--- src/rtl/seq_restoring_divider.sv ---
// ============================================================================
// Module      : seq_restoring_divider
// Description : Iterative restoring divider, one quotient bit per clock.
//               Optional two's-complement mode when SIGNED_DIV_EN is defined.
// Revision    : 1.0 - initial release
// ============================================================================
`default_nettype none

module seq_restoring_divider #(
    parameter int WIDTH = 32
) (
    input  logic             clk,
    input  logic             rst,
    input  logic             start,
    input  logic [WIDTH-1:0] dividend,
    input  logic [WIDTH-1:0] divisor,
    output logic             ready,
    output logic             done,
    output logic [WIDTH-1:0] quotient,
    output logic [WIDTH-1:0] remainder,
    output logic             div_by_zero,
    output logic             overflow
);

    localparam int CNT_W = $clog2(WIDTH + 1);

    localparam logic [1:0] c_IDLE = 2'd0;
    localparam logic [1:0] c_CALC = 2'd1;
    localparam logic [1:0] c_FIN  = 2'd2;

    logic [1:0]       r_state;
    logic [1:0]       w_next;
    logic [CNT_W-1:0] r_cnt;
    logic [WIDTH:0]   r_rem;
    logic [WIDTH-1:0] r_q;
    logic [WIDTH-1:0] r_dvsr;
    logic [WIDTH-1:0] r_dvnd;
    logic             r_dbz;
    logic             r_ovf;
    logic             r_neg_q;
    logic             r_neg_r;

    logic             w_accept;
    logic             w_zero;
    logic             w_last;
    logic [WIDTH:0]   w_rem_sh;
    logic [WIDTH:0]   w_diff;
    logic [WIDTH-1:0] w_a_mag;
    logic [WIDTH-1:0] w_b_mag;
    logic             w_a_neg;
    logic             w_b_neg;
    logic             w_ovf;
    logic [WIDTH-1:0] w_q_res;
    logic [WIDTH-1:0] w_r_res;

`ifdef SIGNED_DIV_EN
    assign w_a_neg = dividend[WIDTH-1];
    assign w_b_neg = divisor[WIDTH-1];
    assign w_a_mag = w_a_neg ? -dividend : dividend;
    assign w_b_mag = w_b_neg ? -divisor : divisor;
    assign w_ovf   = (dividend == {1'b1, {(WIDTH-1){1'b0}}}) && (&divisor);
`else
    assign w_a_neg = 1'b0;
    assign w_b_neg = 1'b0;
    assign w_a_mag = dividend;
    assign w_b_mag = divisor;
    assign w_ovf   = 1'b0;
`endif

    assign w_zero = (divisor == '0);
    assign w_last = (r_cnt == CNT_W'(1));

    // Partial remainder never exceeds the divisor, so the WIDTH+1-bit
    // difference is a valid signed value and its MSB is the restore decision.
    assign w_rem_sh = (r_rem << 1) | {{WIDTH{1'b0}}, r_q[WIDTH-1]};
    assign w_diff   = w_rem_sh - {1'b0, r_dvsr};

    assign w_q_res = r_dbz ? {WIDTH{1'b1}} : (r_neg_q ? -r_q : r_q);
    assign w_r_res = r_dbz ? r_dvnd
                           : (r_neg_r ? -r_rem[WIDTH-1:0] : r_rem[WIDTH-1:0]);

    always_ff @(posedge clk) begin
        if (rst) begin
            r_state <= c_IDLE;
        end else begin
            r_state <= w_next;
        end
    end

    always_comb begin
        w_next = r_state;
        case (r_state)
            c_IDLE, c_FIN: begin
                w_next = c_IDLE;
                if (start) begin
                    w_next = w_zero ? c_FIN : c_CALC;
                end
            end
            c_CALC: begin
                if (w_last) begin
                    w_next = c_FIN;
                end
            end
            default: w_next = c_IDLE;
        endcase
    end

    always_comb begin
        ready    = (r_state == c_IDLE) || (r_state == c_FIN);
        w_accept = ready && start;
    end

    always_ff @(posedge clk) begin
        if (rst) begin
            r_cnt       <= '0;
            r_rem       <= '0;
            r_q         <= '0;
            r_dvsr      <= '0;
            r_dvnd      <= '0;
            r_dbz       <= 1'b0;
            r_ovf       <= 1'b0;
            r_neg_q     <= 1'b0;
            r_neg_r     <= 1'b0;
            done        <= 1'b0;
            quotient    <= '0;
            remainder   <= '0;
            div_by_zero <= 1'b0;
            overflow    <= 1'b0;
        end else begin
            if (w_accept) begin
                r_rem   <= '0;
                r_q     <= w_a_mag;
                r_dvsr  <= w_b_mag;
                r_dvnd  <= dividend;
                r_cnt   <= CNT_W'(WIDTH);
                r_dbz   <= w_zero;
                r_ovf   <= w_ovf;
                r_neg_q <= w_a_neg ^ w_b_neg;
                r_neg_r <= w_a_neg;
            end else if (r_state == c_CALC) begin
                r_rem <= w_diff[WIDTH] ? w_rem_sh : w_diff;
                r_q   <= {r_q[WIDTH-2:0], ~w_diff[WIDTH]};
                r_cnt <= r_cnt - CNT_W'(1);
            end

            done <= (r_state == c_FIN);

            // A start taken in FIN must not clobber the result being published.
            if (r_state == c_FIN) begin
                quotient    <= w_q_res;
                remainder   <= w_r_res;
                div_by_zero <= r_dbz;
                overflow    <= r_ovf;
            end else if (w_accept) begin
                div_by_zero <= 1'b0;
                overflow    <= 1'b0;
            end
        end
    end

endmodule

`default_nettype wire

--- config.mk ---
export PLATFORM = sky130hd
export DESIGN_NAME = seq_restoring_divider
export DESIGN_NICKNAME = d
export VERILOG_FILES = /design/src/rtl/seq_restoring_divider.sv
export SDC_FILE = /design/constraint.sdc
export NUM_CORES = 1
export LEC_CHECK = 0
export BUFFER_PORTS_ARGS = -buffer_cell sky130_fd_sc_hd__clkbuf_2
export CORE_MARGIN = 4
export CORE_UTILIZATION = 50
export CTS_BUF_LIST = sky130_fd_sc_hd__clkbuf_16
export DETAILED_ROUTE_END_ITERATION = 8
export PLACE_DENSITY = 0.8
export SLEW_MARGIN = 30
export SYNTH_ARGS = -nofsm -noshare
export SYNTH_HDL_FRONTEND = slang
export SYNTH_SLANG_ARGS = --single-unit
--- constraint.sdc ---
create_clock -name clk -period 2.8 [get_ports clk]
set_clock_uncertainty 0.1 [all_clocks]
set_input_delay 0.14 -clock clk [delete_from_list [all_inputs] [get_ports clk]]
set_output_delay 0.14 -clock clk [all_outputs]
set_load 0.05 [all_outputs]
==> results by group <==
STA
  • Max_slew headroom: 52.16%
  • Slew @ Worst Pin: 717.6 ps
  • Setup ws final: -40.60 ps
  • Highest clock rate: 352.0 MHz
  • Setup TNS: -110.6 ps
  • Hold violation total from the final report: 0
  • Slew Viols, Final: 0
  • Period utilisation layout: 101.4%
  • Minimum clock period: 2841 ps
  • Unrepaired setup endpoints after global routing: yes
  • Min Hold Slack: 52.54 ps
  • # setup viols final: 5

Route
  • Final ANT Viol Nets: 0
  • Via count: 9536
  • WL/cell: 16.77 µm
  • Initial DRC count: 895
  • Vias per cell: 5.703
  • Drt total wl: 28040 µm
  • DRC viols: 0
  • DR pass1 iterations: 6

Logic synthesis
  • Syn avg cell area: 7.832 µm²
  • Post-Synth Adder-Cell Area: 4.677%
  • Post-Syn Instances: 1216
  • Library cells used by synthesis: 58
  • Sequential fraction of the synthesis area: 42.67%
  • Area share of the largest cell type after synthesis: 42.67%
  • Yosys warns: 0
  • Mux cell area share after synthesis: 3.573%
  • Synth area leader: dfxtp_1
  • Post-synth EDFFs: 0
  • Synth Area in Compound Gates: 19.98%
  • Flop and latch count out of synthesis: 203
  • Synth Flop Type: dfxtp_1
  • Post-synthesis simple-gate area fraction: 20.91%
  • Synth Net Count: 1318
  • Synthesized area: 9524 µm²
  • Synth area leaders: dfxtp_1, nand2_1, a21oi_1
  • Largest family of logic cells by synthesized area: simple AND/OR/NAND/NOR gates
  • Xor-xnor portion of the synthesized cell area: 2.759%
  • FFs w/ async S/R, synth: 0%

Clocking
  • CTS tree: done
  • Root Driver: clkbuf_16
  • CTS clock-pin slew for the worst setup and hold paths: 60 ps
  • TritonCTS buffer count: 21
  • Clk Latency, worst-skew pair: 490 ps
  • H-tree Lvls: 1
  • CTS Sinks: 203
  • CTS max path bufs: 3

GRT
  • Grt ovf: 0
  • GRT Total Usage: 24.05%
  • Initial antenna violation count: 0
  • Vias in the first global route: 8560
  • Largest net degree at the start of global routing: 98
  • First-pass GRT wire length: 43640 µm

Floorplan
  • Starting Density: 50.92%
  • Area of the die: 21320 µm²
  • Die height: 146.0 µm
  • Die X: 146.0 µm
  • IO Pins: 135
  • Core Box Area: 18710 µm²
  • Num rows: 50

Final layout
  • Area growth from synthesis to layout: 31.94%
  • Fin area: 12570 µm²
  • Ant. Diodes: 0
  • Most frequent cells in the layout: nand2_1, dfxtp_1, clkbuf_2
  • Commonest non-fill, non-tap cell in the layout: nand2_1
  • Layout cells sized above 1: 22.74%
  • Nets: 1528

Placed design
  • I/O Buffers: 133
  • GPL Wtd Cong: 0.9462
  • Post-DP HPWL: 17990 µm
  • Placed cell area: 10680 µm²

Worst setup path
  • CP required: 3100 ps
  • Crit Path Max Fanout: 3
  • Worst Path Arrival: 3140 ps
  • Startpoint class of the critical path: register
  • CP endpoint kind: register
  • Critical path class: register to register

Run status
  • Failing checks: negative setup slack
  • Outcome: complete, but fails checks

Power and ir drop
  • Leakage: 5.075 nW
  • Pwr Total: 0.008994 W
  • Worst vdd ir: 364.9 µV
  • Power Density: 715.7 nW/µm²

Hold path
  • Min-Delay Path Class: input pin to register

Job
  • Max cap viols: 0
[layer usage]
layer  track usage, %  up-vias  wire [µm]
met4            5.550        0        586
met3            3.352       62       2416
met1            35.73     4361      12450
met5                0        -          0
met2            37.26      482      12590
li1                 -     4631          -
[final timing paths]
| kind | startpoint | to | slack [ps] | cells past startpoint |
|---|---|---|---|---|
| max | r_dvsr[1] | r_rem[21] | -40 | 13 |
| min reg2reg | r_dvsr[5] | r_dvsr[5] | 350 | 2 |
| min | start | r_dvsr[15] | 50 | 4 |
| max reg2reg | r_dvsr[1] | r_rem[21] | -40 | 13 |
[per-stage QoR]
stage | cells | utilization, % | worst slack (ps)
after CTS | 1662 | 65.07 | 2.561
after global placement | 1558 | 57.10 | -48.36
after global routing | 1672 | 67.18 | -140.3
after floorplan | 1216 | - | 30.84
after detailed placement | 1558 | 57.10 | -121.4
final | 1672 | 67.18 | -40.60
[power by group]
| group | switching (W) | total (W) | internal [W] | leakage, nW |
|---|---|---|---|---|
| clock network | 0.00112 | 0.00284 | 0.00172 | 0.342 |
| registers | 0.000158 | 0.00325 | 0.00309 | 1.66 |
| logic | 0.00169 | 0.00291 | 0.00122 | 3.07 |
[state kept, by name, summed over array words and instances, names as in the netlist]
register	cells
r_dvsr	32
r_cnt	6
div_by_zero	1
r_rem	32
r_dbz	1
r_state	2
quotient	32
remainder	32
r_q	32
r_dvnd	32
done	1
[layout make-up]
class	count	area, µm²
fill	1479	6140
multi-input combinational	887	5330
sequential	203	4076
timing repair buffer	269	2007
clock buffer	21	525.5
tap	234	292.8
inverter	44	167.7
clock inverter	14	166.4
[worst max-delay path, stage by stage, from the launching register on]
cell,delay [ps]
dfxtp_2,330
inv_2,50
ha_4,260
nor2b_4,180
o2111ai_2,150
a211oi_2,250
o2111ai_2,190
a211oi_4,350
buf_6,160
o21a_1,100
nor2_1,50
xnor2_1,250
mux2i_1,130
a21oi_1,200
[cell usage after synthesis, drive strengths merged (3+ instances only)]
master,n
a211oi,37
a21o,18
a21oi,122
a31oi,41
buf,22
clkbuf,61
dfxtp,203
ha,34
inv,44
mux2i,34
nand2,252
nand2b,6
nand3,7
nand4,12
nor2,97
nor2b,4
nor3,74
nor4,10
o211ai,4
o21a,6
o21ai,65
o21bai,3
xnor2,17
xor2,13
[logic make-up (layout without fill, tap and decap cells)]
family                     count (synthesis)  after routing
and+or+nand+nor                          472            473
AOI/OAI and AO/OA                        314            314
DFF                                      203            203
buffers and inverters                    127            348
adders and majority gates                 35             35
muxes                                     34             34
xor gates and xnor gates                  30             30
other                                      1              1
[timing repair]
item                                   4_1_cts  5_1_grt
setup buffers                                3        8
pin swaps                                    7       31
setup endpoints to repair                   32       32
endpoints found under the hold margin       96        0
cloned                                       2        4
resized for setup                           13      101
hold buffers                                64        0
Note: power is estimated with default switching activity, not from simulation.
